[src/rtl/seq_mult.sv]
`default_nettype none
//------------------------------------------------------------------------------
// Module      : seq_mult
// Description : Sequential shift-add multiplier. It multiplies an N-bit
//               multiplicand by an M-bit multiplier into an (N+M)-bit product,
//               one partial product per clock (M clocks per result).
//               Valid/ready handshake on both input and output.
//               Optional macro SEQ_MULT_SIGNED_EN adds the signed_mode input,
//               which selects two's complement operands.
// Revision    : 1.0 - initial release
//------------------------------------------------------------------------------
module seq_mult #(
    parameter int N = 16,
    parameter int M = 16
) (
    input  logic           clk,
    input  logic           rst,
    input  logic           in_valid,
`ifdef SEQ_MULT_SIGNED_EN
    input  logic           signed_mode,
`endif
    output logic           in_ready,
    input  logic [N-1:0]   a,
    input  logic [M-1:0]   b,
    output logic           out_valid,
    input  logic           out_ready,
    output logic [N+M-1:0] p,
    output logic           busy
);

    localparam int            c_AW   = N + M + 1;
    localparam int            c_CW   = $clog2(M + 1);
    localparam logic [c_CW-1:0] c_LAST = c_CW'(M - 1);

    localparam logic [1:0] S_IDLE = 2'd0;
    localparam logic [1:0] S_RUN  = 2'd1;
    localparam logic [1:0] S_DONE = 2'd2;

    logic [1:0]      r_state;
    logic [1:0]      w_state_next;
    logic [N-1:0]    r_a;
    // Upper N+1 bits: running partial sum; lower M bits: unconsumed multiplier bits.
    logic [c_AW-1:0] r_acc;
    logic [c_CW-1:0] r_count;

    logic            w_signed;
    logic            w_accept;
    logic            w_last;
    logic [N:0]      w_upper;
    logic [N:0]      w_a_ext;
    logic [N:0]      w_sum;
    logic [c_AW-1:0] w_acc_next;

`ifdef SEQ_MULT_SIGNED_EN
    logic r_signed;

    // Capture the operand interpretation once per operation.
    always_ff @(posedge clk or posedge rst) begin
        if (rst) begin
            r_signed <= 1'b0;
        end else if (w_accept) begin
            r_signed <= signed_mode;
        end
    end

    assign w_signed = r_signed;
`else
    assign w_signed = 1'b0;
`endif

    assign w_accept = in_valid && (r_state == S_IDLE);
    assign w_last   = (r_count == c_LAST);
    assign w_upper  = r_acc[c_AW-1:M];

    // One partial-product step. In signed mode the multiplier MSB has
    // negative weight, so the final step subtracts instead of adding.
    always_comb begin
        w_a_ext = {w_signed & r_a[N-1], r_a};
        if (!r_acc[0]) begin
            w_sum = w_upper;
        end else if (w_signed && w_last) begin
            w_sum = w_upper - w_a_ext;
        end else begin
            w_sum = w_upper + w_a_ext;
        end
        // The unsigned carry drops in as a plain bit. In signed mode the
        // shift is arithmetic, so the sign of the sum is replicated.
        w_acc_next = c_AW'({w_signed & w_sum[N], w_sum, r_acc[M-1:0]} >> 1);
    end

    // State register.
    always_ff @(posedge clk or posedge rst) begin
        if (rst) begin
            r_state <= S_IDLE;
        end else begin
            r_state <= w_state_next;
        end
    end

    // Next-state logic: IDLE -> RUN on accept, RUN -> DONE after M steps,
    // DONE -> IDLE when the consumer takes the product.
    always_comb begin
        w_state_next = r_state;
        case (r_state)
            S_IDLE: if (in_valid)  w_state_next = S_RUN;
            S_RUN:  if (w_last)    w_state_next = S_DONE;
            S_DONE: if (out_ready) w_state_next = S_IDLE;
            default:               w_state_next = S_IDLE;
        endcase
    end

    // Datapath: load operands on accept, then step once per RUN cycle.
    // The accumulator holds its value in DONE, which keeps p stable.
    always_ff @(posedge clk or posedge rst) begin
        if (rst) begin
            r_a     <= '0;
            r_acc   <= '0;
            r_count <= '0;
        end else if (w_accept) begin
            r_a     <= a;
            r_acc   <= {{(N + 1){1'b0}}, b};
            r_count <= '0;
        end else if (r_state == S_RUN) begin
            r_acc   <= w_acc_next;
            r_count <= r_count + c_CW'(1);
        end
    end

    assign in_ready  = (r_state == S_IDLE);
    assign busy      = (r_state == S_RUN);
    assign out_valid = (r_state == S_DONE);
    assign p         = r_acc[N+M-1:0];

endmodule
`default_nettype wire

[config.mk]
export PLATFORM = sky130hd
export DESIGN_NAME = seq_mult
export DESIGN_NICKNAME = d
export VERILOG_FILES = /design/src/rtl/seq_mult.sv
export SDC_FILE = /design/constraint.sdc
export NUM_CORES = 1
export LEC_CHECK = 0
export ABC_AREA = 1
export CAP_MARGIN = 20
export CORE_UTILIZATION = 56
export CTS_CLUSTER_DIAMETER = 150
export CTS_CLUSTER_SIZE = 25
export DETAILED_ROUTE_END_ITERATION = 8
export GPL_TIMING_DRIVEN = 0
export PLACE_DENSITY = 0.95
export SLEW_MARGIN = 20
export SYNTH_ARGS = -nofsm -noshare
export SYNTH_HDL_FRONTEND = slang
export SYNTH_SLANG_ARGS = --single-unit
[constraint.sdc]
create_clock -name clk -period 5.8 [get_ports clk]
set_clock_uncertainty 0.15 [all_clocks]
set_input_delay 1.45 -clock clk [delete_from_list [all_inputs] [get_ports clk]]
set_output_delay 1.45 -clock clk [all_outputs]
set_load 0.05 [all_outputs]
# ---- After elaboration in Yosys (flattened, before gate mapping)
# Cells that the tools add are included.
dict set report word_totals {
  input_bits 36
  out_inout_bits 35
  reg_bits 56
}
dict set report classes {
  reduce_logical 4
  n_mux 9
  n_eq_ne 6
  add_sub_neg 2
}
# cell count
set ops {}
lappend ops {{two-way mux 33 bit} 2}
lappend ops {{adder 17 x 16 -> 17 bit} 1}
lappend ops {{two-way mux 17 bit} 1}
lappend ops {{two-way mux 5 bit} 2}
lappend ops {{two-way mux 2 bit} 3}
lappend ops {{case mux 2 bit (3 select lines)} 1}
lappend ops {{adder 5 x 1 -> 5 bit (second input constant)} 1}
lappend ops {{equality test 5 x 4 -> 1 bit (second input constant)} 1}
lappend ops {{!= test 2 x 1 -> 1 bit (second input constant)} 2}
lappend ops {{AND reduction 3 bit} 1}
lappend ops {{equality test 2 x 1 -> 1 bit (second input constant)} 1}
lappend ops {{equality test 2 bit (second input constant)} 1}
lappend ops {{logical NOT 2 bit} 1}
lappend ops {{!= test 2 bit (second input constant)} 1}
lappend ops {{nonzero test 2 bit} 1}
lappend ops {{logical AND 1 bit} 1}

# ---- Longest topological paths before layout
# Gate-level depths: netlist of run 1.
dict set report logic_depth {
  word_depth 4
  depth_mapped 12
  ltp_nobuf 12
}

# ---- Least setup slack after synthesis of run 1
# Ideal clock, no wire load.
dict set report synth_path {
  kind {flip-flop to output port}
  start {register r_state[1]}
  end {output port in_ready}
  stages_incl_launch_ff 2
  arrival_time_ns 0.900
  t_required_ns 4.200
  slack_ns 3.300
  path_cell_list {dfrtp_1 -> nor2_2}
}
dict set report synth_via {
  elab_chain_cells 1
}
# element line
set synth_lines {}
lappend synth_lines {{start: declaration} 39} ;# logic [1:0] r_state;
lappend synth_lines {{start signal: assignment} 96} ;# r_state <= w_state_next;
lappend synth_lines {{logical NOT 2 bit} 129} ;# assign in_ready = (r_state == S_IDLE);
lappend synth_lines {{end: declaration} 22} ;# output logic in_ready,
# No other way between the ends.

# ---- Worst setup path after layout of run 1
dict set report layout_path {
  start {register r_state[1]}
  end {output port busy}
}
dict set report layout_via {
  elab_chain_cells 1
}
# element line
set layout_lines {}
lappend layout_lines {{equality test 2 x 1 -> 1 bit} 130} ;# assign busy = (r_state == S_RUN);
lappend layout_lines {{end: declaration} 28} ;# output logic busy
# No other way between the ends.

==> results.cfg, run 1 <==
[floorplan]
die_y_um = 81.0
io_pins = 71
start_util_pct = 58.7
dieArea_mm2 = 0.00656
coreArea_mm2 = 0.00596
die_w_um = 81.0
rows = 28

[sta]
worst_slew_pin_slew_ns = 0.682
grt_setup_unrepaired = no
hold_viol = 0
fmax_mhz = 281
setup_viol = 0
finalCritPeriodShare_pct = 61.4
post-route-min-period_ns = 3.56
final-max-slew-violation-count = 0
slew-limit-headroom_pct = 54.6
setup_slack_ns = 2.24
setup_tns_ns = 0

[global_route]
grt_util_met1_pct = 34.2
grtUsageMet2_pct = 52.0
grt_pass1_vias = 3217
grt-busiest-layer = met2
grt_max_degree = 56
grt_pass1_wl_um = 14500
met3_usage_pct = 6.40
grtUsageTotal_pct = 29.0
gr-total-overflow = 0
antenna_found_initial = 0

[clocking]
clock_latency_ns = 0.32
cts_resized = 0
htreeDepth = 2
cts_setup_buffers = 0
cts_sinks = 55
path_clk_slew_ns = 0.10
numCtsBuffers = 5
tritoncts = done
cts_max_path_buffers = 2
clockRootBuffer = clkbuf_8
hold_buffers = 0

[drt]
drc = 0
post_drt_wl_per_cell_um = 14.4
vias_per_cell = 5.41
drt_iter0_drc = 273
drt-total-wl_um = 8870
via_count = 3338
dr.pass1.iters = 4
ant_nets = 0

[worst_setup_path]
critical-path-max-stage-delay_ns = 0.82
endpoint_kind = output port
reg2reg_depth = 10
cp_cell_sequence = nor2_4 > buf_6 > clkdlybuf4s50_1
startpoint = r_state[1]
cp_top_family = buffers and inverters
cp.depth = 3
regToRegEndpoint = r_acc[21]
ff2ff_setup_slack_ns = 3.67
cp.required_ns = 4.20
crit_arrival_ns = 1.96
timing.critical_path.buf_inv = 2
critPathKind = register to output port
start_kind = register
crit_end = busy
critPathMaxFanout = 10
cpMaxStageDelayCell = clkdlybuf4s50_1
worstReg2RegStart = r_acc[16]

[logic_synthesis]
yosysTopAreaCell = dfrtp_1
synthTopCellsByArea = dfrtp_1 39%, nand2_1 20%, inv_1 7.3%
synth-seq-cells = 55
ys_seq_area_share_pct = 39.4
synth_fp_nets = 519
synth_edf_count = 0
async_flop_share_pct = 100
synth_cell_types = 35
ys_warn_count = 0
syn_inst = 464
synth.most_common_cell = nand2_1
avgSynthCellArea_um2 = 7.53
synth.top_cell.area_share_pct = 39.4
synth_common_cells = 185 x nand2_1, 68 x inv_1, 55 x dfrtp_1
netlist_area_mm2 = 0.00349
synth_flop_cell = dfrtp_1

[final_layout]
drive_gt1_share_pct = 9.23
area.growth.synth_to_final_pct = 26.3
layout.nets = 596
antennaDiodeCount = 0
final_util_pct = 74.1

[run]
cap_violations = 0

[status]
status = finished clean

[placement]
portBuffers = 70
place_ws_ns = 2.59
dpl.hpwl_um = 6600
gp_congestion = 0.909

[min_path]
hold_depth = 2
hold_class = register to register
## worst reg2reg max path: stages (launching register included)
cell	delay, ns
dfrtp_1	0.42
ha_1	0.24
fa_1	0.41
nand2_1	0.10
nand2_1	0.07
nand3b_1	0.11
nand2_1	0.11
nand2_1	0.09
nand3_1	0.08
o211ai_1	0.13
nand2_1	0.09
## how the worst min path moves through the flow
stage / from / endpoint / slack [ns]
CTS: r_a[4] / r_a[4] / 0.35
global route: r_a[9] / r_a[9] / 0.36
floorplan: r_a[0] / r_a[0] / 0.30
global placement: r_a[4] / r_a[4] / 0.32
detailed placement: r_a[4] / r_a[4] / 0.32
finish: r_a[4] / r_a[4] / 0.34
## registers in the layout (all words and copies together) (netlist names)
register,flops
r_a,16
r_state,2
r_count,5
r_acc,32
## cell usage in the layout, fill, tap and decap left out, types with 4 or more instances in the layout
master and count:
buf_2 5, a21oi_2 5, nand2_1 185, o211ai_1 4, clkbuf_8 6, o21ai_2 4, inv_1 67, o21ai_1 9
buf_6 6, ha_1 18, nand3_1 22, clkdlybuf4s50_1 70, o221ai_2 11, nor2_1 29, dfrtp_1 55, o21ai_0 5
a21oi_1 7
## per-stage QoR
step                      instance area (um2)  hold WS (ns)  std cells
after global placement                   4290         0.321        609
after detailed placement                 4290         0.320        609
after CTS                                4410         0.346        617
after floorplan                          3490         0.303        464
after global routing                     4410         0.362        617
final                                    4410         0.343        617
## layout make-up
cell class,instances,area (um2)
inverter,71,274
buffer,14,104
sequential,55,1380
multi-input combinational,324,1740
timing repair buffer,70,701
fill,441,1540
clock inverter,2,38.8
tap,75,93.8
clock buffer,6,82.6
## metal layers
metal	vias up	share of wire (%)
li1	1607	-
met1	1605	41
met2	107	51
met3	19	6.4
met4	0	2.1
met5	-	0
## kinds of logic (layout without fill, tap and decap cells)
kind of cell / Yosys count / after routing / synth area share (%)
compound gates: 51 / 51 / 12.5
xor+xnor: 4 / 4 / 1.00
fa+ha+maj: 19 / 19 / 7.02
buf+inv: 85 / 163 / 10.7
flops: 55 / 55 / 39.4
simple gates: 250 / 250 / 29.4
Power of run 1 is left out: the tool's default activity adds up to more than one toggle a clock period on the data nets, which glitch-free logic cannot reach.
==> run 2: changes to the inputs <==
- CORE_UTILIZATION: 56 -> 47
- PLACE_DENSITY: 0.95 -> 0.88
- clock period: 5.8 -> 3.27 ns (I/O delays scaled with it)
==> run 2 against run 1 <==
Utilization decreased by 13 points. Wire length decreased by 3.4%. Worst setup slack lost 1.9 ns. Critical path depth unchanged. First-iteration DRC count shrank 52%. Sequential cell count stayed put. Clock-buffer cell count fell by 1. Highest routed layer unchanged. Sequential share of layout area barely moved. Worst hold slack improved by 0.0063 ns. Non-clock buffer count unchanged. Via count shrank 4.4%. Die area increased by 19%.
==> results.cfg, run 2 (synthesis results as in run 1) <==
[clocking]
hold_buffers = 0
cts_max_path_buffers = 2
cts_setup_buffers = 0
htreeDepth = 2
cts_sinks = 55
path_clk_slew_ns = 0.11
tritoncts = done
numCtsBuffers = 5
clockRootBuffer = clkbuf_8
cts_resized = 0
clock_latency_ns = 0.33

[sta]
setup_viol = 0
worst_slew_pin_slew_ns = 0.677
slew-limit-headroom_pct = 54.9
final-max-slew-violation-count = 0
hold_viol = 0
fmax_mhz = 341
holdWs_ns = 0.349
finalCritPeriodShare_pct = 89.6
grt_setup_unrepaired = no
post-route-min-period_ns = 2.93

[global_route]
antenna_found_initial = 0
grt_pass1_wl_um = 14700
grt_max_degree = 56
grt_pass1_vias = 3247
gr-total-overflow = 0
grtUsageTotal_pct = 24.3

[worst_setup_path]
worstReg2RegStart = r_acc[16]
ff2ff_setup_slack_ns = 1.08
critPathKind = register to output port
regToRegEndpoint = r_acc[25]
crit_arrival_ns = 1.96
start_kind = register
cp.required_ns = 2.30
startpoint = r_state[1]
reg2reg_depth = 12
endpoint_kind = output port
critPathMaxFanout = 10

[drt]
drt-total-wl_um = 8570
vias_per_cell = 4.98
drt_iter0_drc = 131
drc = 0
post_drt_wl_per_cell_um = 13.4
ant_nets = 0
dr.pass1.iters = 4
via_count = 3191

[final_layout]
antennaDiodeCount = 0
largest_reg_flops = 32
drive_gt1_share_pct = 9.23
final_util_pct = 61.2
reg.largest.list = r_acc: 32 flops, r_a: 16 flops, r_count: 5 flops
mostFrequentLayoutCells = 185 x nand2_1, 70 x clkdlybuf4s50_1, 67 x inv_1, 55 x dfrtp_1, 29 x nor2_1
layout.nets = 596
top_register = r_acc
post-route-cell-area_mm2 = 0.00442
area.growth.synth_to_final_pct = 26.4
layout_commonest_cell = nand2_1

[floorplan]
rows = 31
die_w_um = 88.2
start_util_pct = 48.4
io_pins = 71
dieArea_mm2 = 0.00778
coreArea_mm2 = 0.00721
die_y_um = 88.2

[placement]
dpl_cell_area_mm2 = 0.00432
portBuffers = 70
gp_congestion = 0.891
dpl.hpwl_um = 6410

[min_path]
whs_endpoint = r_a[10]
hold_depth = 2
hold_class = register to register
hold_path_startpoint = r_a[10]

[status]
status = finished clean

[run]
cap_violations = 0
run 2: critical path, stage by stage, from the launching register on:
cell	delay (ns)
dfrtp_1	0.44
nor2_4	0.20
buf_6	0.18
clkdlybuf4s50_1	0.81
run 2: layout make-up:
type	count	area, um2
Multi-Input combinational cell	324	1740
Buffer	14	104
Fill cell	637	2800
Clock buffer	5	68.8
Timing Repair Buffer	70	701
Tap cell	99	124
Sequential cell	55	1380
Clock inverter	3	27.5
Inverter	71	274
run 2: worst max path at each step:
stage / slack, ns / end / depth (start not counted)
final: 0.34 / busy / 3
after floorplan: 0.96 / r_a[0] / 1
after global routing: 0.27 / busy / 4
after detailed placement: 0.69 / busy / 3
after CTS: 0.33 / busy / 3
after global placement: -0.07 / r_acc[27] / 2
run 2: layer usage:
layer / vias up / GRT usage [%] / wire length (um)
met5: - / 0 / 0
met4: 0 / 8.80 / 134
met3: 12 / 6.06 / 536
met2: 93 / 40.6 / 4140
met1: 1481 / 30.5 / 3760
li1: 1605 / - / -
run 2: per-stage QoR:
step                TNS, ns  worst slack (ns)  instances
CTS                       0             0.327        641
detailed placement        0             0.689        633
finish                    0             0.339        641
global placement      -3.80           -0.0712        633
floorplan                 0             0.960        464
global route              0             0.266        641
Power of run 2 is left out for the same reason.
